**config.mk**
```make
export PLATFORM = sky130hd
export DESIGN_NAME = fp_scheduler
export DESIGN_NICKNAME = d
export VERILOG_FILES = /design/src/rtl/fp_scheduler.sv
export SDC_FILE = /design/constraint.sdc
export NUM_CORES = 1
export LEC_CHECK = 0
export CAP_MARGIN = 25
export CORE_MARGIN = 1
export CORE_UTILIZATION = 49
export DETAILED_ROUTE_END_ITERATION = 10
export PLACE_DENSITY_LB_ADDON = 0.12
export SYNTH_ARGS = -nofsm -noshare
export SYNTH_HDL_FRONTEND = slang
export SYNTH_SLANG_ARGS = --single-unit
```
**constraint.sdc**
```tcl
create_clock -name clock -period 2.3 [get_ports clock]
set_input_delay 0.345 -clock clock [delete_from_list [all_inputs] [get_ports clock]]
set_output_delay 0.345 -clock clock [all_outputs]
set_load 0.05 [all_outputs]
```
**src/rtl/fp_scheduler.sv**
```systemverilog
// fp_scheduler: fixed-priority arbiter over NUMBER_OF_QUEUES request queues.
// Picks the non-empty queue with the largest unsigned priority (lowest index
// on ties) and registers its index; all-empty cycles hold the last selection.
module fp_scheduler #(
    parameter int NUMBER_OF_QUEUES = 4,
    parameter int PRIORITY_SIZE    = 32
) (
    input  logic                                            clock,
    input  logic                                            reset,
    input  logic [NUMBER_OF_QUEUES-1:0][PRIORITY_SIZE-1:0]  priorities,
    input  logic [NUMBER_OF_QUEUES-1:0]                     empty,
    output logic [$clog2(NUMBER_OF_QUEUES)-1:0]             selection
);

    localparam int IW     = $clog2(NUMBER_OF_QUEUES);
    localparam int LEAVES = 2 ** IW;

    // Heap-ordered comparator tree: node 1 is the root, node LEAVES+i is queue i.
    // Leaves beyond NUMBER_OF_QUEUES are padded as invalid entries.
    logic                     node_v [1:2*LEAVES-1];
    logic [PRIORITY_SIZE-1:0] node_p [1:2*LEAVES-1];
    logic [IW-1:0]            node_i [1:2*LEAVES-1];

    // Combinational reduction of (valid, priority, index) triples toward the root
    always_comb begin
        for (int unsigned n = 1; n < 2 * LEAVES; n++) begin
            node_v[n] = 1'b0;
            node_p[n] = '0;
            node_i[n] = '0;
        end
        for (int unsigned q = 0; q < LEAVES; q++) begin
            if (q < NUMBER_OF_QUEUES) begin
                node_v[LEAVES+q] = ~empty[q];
                node_p[LEAVES+q] = priorities[q];
                node_i[LEAVES+q] = IW'(q);
            end
        end
        // Left child covers lower indices, so it wins whenever the right one
        // does not strictly beat it.
        for (int unsigned n = LEAVES - 1; n >= 1; n--) begin
            if (node_v[2*n+1] && (!node_v[2*n] || (node_p[2*n+1] > node_p[2*n]))) begin
                node_v[n] = 1'b1;
                node_p[n] = node_p[2*n+1];
                node_i[n] = node_i[2*n+1];
            end else begin
                node_v[n] = node_v[2*n];
                node_p[n] = node_p[2*n];
                node_i[n] = node_i[2*n];
            end
        end
    end

    // Register the winning index; hold the previous grant when every queue is empty
    always_ff @(posedge clock or negedge reset) begin
        if (!reset) begin
            selection <= '0;
        end else if (node_v[1]) begin
            selection <= node_i[1];
        end
    end

endmodule

```
==> results of run 1 <==
-- metrics by stage --
stage	TNS, ns	util
2_1_floorplan	-2.76	-
3_3_place_gp	-4.61	0.836
3_5_place_dp	-4.89	0.836
4_1_cts	-3.38	0.947
-- kinds of logic after synthesis --
family | after synthesis | share of synthesized area
buffers and inverters | 77 | 0.112
adders and majority gates | 96 | 0.361
and+or+nand+nor | 73 | 0.116
DFF | 2 | 0.0150
muxes | 64 | 0.236
AOI/OAI and AO/OA | 85 | 0.160
-- synth_stat cells (2+ instances only) --
cell type	n
o211ai_1	2
a21o_1	8
nand2_1	24
o21a_1	6
nor2b_1	5
dfrtp_1	2
nand3_1	6
ha_1	96
nor3_1	4
nor4_1	2
a221oi_1	2
nand4_1	17
a21oi_1	38
o21ai_0	11
nand2b_1	2
a31oi_1	2
mux2i_1	32
buf_12	3
mux2_4	28
buf_6	4
o2111ai_1	2
mux2_2	4
inv_1	69
nor2_1	6
-- repair_timing --
item                                    4_1_cts
hold endpoints to repair                      0
endpoints found under the setup margin        2
gates cloned                                  2
pin swaps                                    90
setup buffers                                20
resized for setup                           292
==> flow_summary.yaml, run 1 <==
die:
  die_x_um: 84.4
  start_util: 0.515
  rows: 29
  io_pins: 136
  die_h_um: 84.4
clocking:
  cts_sinks: 2
  cts_htree_levels: 1
  cts_max_path_buffers: 2
  cts_buffers: 3
  hold_buffers: 0
  clock-root-buffer: "clkbuf_8"
yosys:
  syn_inst: 397
  synth.avg_cell_area_um2: 8.38
  yosysWarnings: 0
  synthDistinctLibCells: 46
  synth_top_area_share: 0.361
  synth-seq-cells: 2
  syn_area_um2: 3330
  synth_top_area_cell: "ha_1"
  synth_area_leaders: "ha_1, mux2_4, mux2i_1"
  synth_nets: 627
  yosys_most_used_dff: "dfrtp_1"
  synth_edf_count: 0
  yosysSeqAreaShare: 0.0150
  ys_async_sr_fraction: 1.00
placement:
  placed_cell_area_um2: 5400
  dp_hpwl_mm: 9.37
  dpl.cell_count: 668
  numPortBuffers: 135
  pre_cts_ws_ns: -2.51
  place_congestion: 0.871
status:
  haltStage: "global routing"
  toolErrorMsg: "[ERROR DPL-0038] Utilization greater than 100%, impossible to legalize"
  run_status: "did not finish"
sta:
  worstEpCategory: "register data pin"
  grt-worst-endpoint: "selection[0]$_DFFE_PN0P_/D"
grt:
  grt_max_degree: 11
==> run 2, diff against run 1 <==
--- a/config.mk
+++ b/config.mk
@@ -7,9 +7,9 @@
 export LEC_CHECK = 0
 export CAP_MARGIN = 25
 export CORE_MARGIN = 1
-export CORE_UTILIZATION = 49
+export CORE_UTILIZATION = 40
 export DETAILED_ROUTE_END_ITERATION = 10
-export PLACE_DENSITY_LB_ADDON = 0.12
+export PLACE_DENSITY_LB_ADDON = 0.15
 export SYNTH_ARGS = -nofsm -noshare
 export SYNTH_HDL_FRONTEND = slang
 export SYNTH_SLANG_ARGS = --single-unit
==> run 2 against run 1 <==
The flow now finishes, with violations (setup timing). Synthesized cell count is the same. Area after synthesis did not move.
==> flow_summary.yaml, run 2 <==
status:
  run_status: "finished with violations"
  violations: "setup timing"
finish:
  syn2layout_area_growth_pct: 86.0
  layout.area.seq_um2: 50.0
  top_regs: "selection: 2 flops"
  fillCellCount: 528
  final_cell_mix: "buf_4, dlygate4sd2_1, ha_1, inv_1, ha_4"
  antenna_cells: 0
  multiInputGateArea_um2: 3680
  layout_commonest_cell: "buf_4"
  largest_reg_flops: 2
  top_register: "selection"
  drive_gt1_frac: 0.431
  fin_area_um2: 6190
  fin_nets: 851
critical_path:
  end_kind: "register"
  crit_path_max_fanout: 6
  criticalPathCategory: "in2reg"
  worst_path_max_delay_cell: "o21a_2"
  setup.worst_path.start_class: "primary input"
  critPathMaxStageDelay_ns: 0.32
  crit_required_ns: 2.40
  cp_common_cell: "buf_4"
  crit_arrival_ns: 4.15
  cp_cell_sequence: "dlygate4sd2_1 > ha_1 > nand4_1 > nor2_2 > a221oi_2 > a31oi_1 > o21a_2 > buf_6 > buf_4 > mux2_4 > ha_1 > nand2_1 > buf_4 > nor3_1 > buf_4 > nand2_1 > a31oi_4 > o21ba_4 > a211oi_2 > a31o_2"
drt:
  dr.pass1.iters: 4
  vias_per_cell: 5.24
  dr.first_iter.drc_count: 97
  wl_per_cell_um: 15.7
  num_vias: 3779
  drc: 0
  drtAntennaViolNets: 0
  routed_wl_mm: 11.3
die:
  rows: 32
  start_util: 0.422
  die_h_um: 93.2
  coreArea_um2: 7890
  die_x_um: 93.2
  die-area_um2: 8690
  io_pins: 136
yosys:
  synth_area_leaders: "ha_1, mux2_4, mux2i_1"
  yosysWarnings: 0
  ys_async_sr_fraction: 1.00
  synthDistinctLibCells: 46
  yosysSeqAreaShare: 0.0150
  synth_common_cells: "ha_1, inv_1, a21oi_1"
  synth-seq-cells: 2
  synth_edf_count: 0
  synth.avg_cell_area_um2: 8.38
  syn_area_um2: 3330
  synth.most_common_cell: "ha_1"
  syn_inst: 397
  synth_top_area_share: 0.361
  yosys_most_used_dff: "dfrtp_1"
  synth_nets: 627
  synth_top_area_cell: "ha_1"
sta:
  setup_viol: 2
  worst_slack_ns: -1.75
  hold_viol: 0
  drv_slew: 0
  fin_crit_sh: 1.76
  fin_tns_setup_ns: -3.38
  finalCriticalPeriod_ns: 4.05
  rsz0062_at_grt: "true"
  fin_skew_ns: 0
  slew_headroom: 0.664
  worstMarginPinSlew_ns: 0.503
  fmax_ghz: 0.247
clocking:
  clock-root-buffer: "clkbuf_8"
  cts_buffers: 3
  clkLatencyLatePin_ns: 0.22
  cts_max_path_buffers: 2
  clk_pin_slew_worst_paths_ns: 0.03
  cts_htree_levels: 1
  tritoncts: "yes"
  cts_sinks: 2
power:
  powerDensity_nw_per_um2: 246
  p_leak_nw: 3.12
  fin_total_pwr_mw: 1.53
  ir_drop_mv: 0.280
hold_path:
  min_path_type: "in2async"
job:
  cap_violations: 0
placement:
  dp_hpwl_mm: 8.94
  place_congestion: 0.915
  numPortBuffers: 135
  placed_cell_area_um2: 5420
grt:
  grt_pass1_vias: 3915
  grt_pass1_wl_mm: 17.7
  grt_overflow_total: 0
  antenna_found_initial: 0
  grt_max_degree: 10
  grt.total_usage: 0.254
## run 2: cell counts after synthesis
No cell type changed its count.
## run 2: cell families after synthesis
group | after synthesis | synth area share
AND/OR/NAND/NOR | 73 | 0.116
buffers and inverters | 77 | 0.112
AO/OA/AOI/OAI | 85 | 0.160
multiplexers | 64 | 0.236
adder cells (fa/ha/maj) | 96 | 0.361
flip-flops | 2 | 0.0150
## run 2: layout make-up
class                           instances  area share
Clock buffer                            3     0.00667
Tap cell                              102      0.0206
Timing Repair Buffer                  227       0.326
Sequential cell                         2     0.00808
Inverter                               69      0.0451
Multi-Input combinational cell        318       0.594
## run 2: metrics by stage
stage / hold WS (ns) / worst slack, ns / util / instances
6_report: 0.297 / -1.75 / 0.785 / 721
5_1_grt: 0.296 / -1.86 / 0.785 / 721
4_1_cts: 0.295 / -1.75 / 0.758 / 714
3_5_place_dp: 0.521 / -2.52 / 0.688 / 695
3_3_place_gp: 0.521 / -2.36 / 0.688 / 695
2_1_floorplan: 0.0494 / -1.47 / - / 397
## run 2: final timing paths
path	start	to	slack [ns]	cells after the start
max in group asynchronous	reset	selection[1]	1.88	1
min reg2reg	selection[1]	selection[1]	0.58	2
max reg2reg	selection[0]	selection[0]	1.25	3
max	priorities[110]	selection[0]	-1.75	20
min in group clock	selection[1]	selection[1]	0.58	2
min	reset	selection[0]	0.30	1
## run 2: repair_timing
action / CTS / global route
setup endpoints to repair: 2 / 2
pin swaps: 80 / 37
setup buffers: 17 / 7
hold endpoints to repair: 0 / 0
resized for setup: 261 / 44
hold buffers: 0 / 0
cloned: 0 / 0
## run 2: worst max-delay path, delay by kind of cell
kind	cells	cell delay, ns
multiplexers	1	0.30
adder cells (fa/ha/maj)	2	0.59
AND/OR/NAND/NOR	5	0.74
buffers and inverters	5	0.83
AO/OA/AOI/OAI	7	1.34
## run 2: power by group
part,switching [mW],internal (mW),total [mW]
clock network,0.0326,0.111,0.144
registers,0.00555,0.0424,0.0480
logic,0.590,0.744,1.33
total,0.628,0.898,1.53
## run 2: routing by layer
| metal | vias to the layer above | track usage | wire [um] |
|---|---|---|---|
| met4 | 0 | 0.0256 | 87 |
| met2 | 97 | 0.466 | 5760 |
| li1 | 1903 | - | - |
| met1 | 1769 | 0.332 | 5000 |
| met3 | 10 | 0.0203 | 458 |
| met5 | - | 0 | 0 |
No activity file was read; power rests on OpenSTA's default activity.
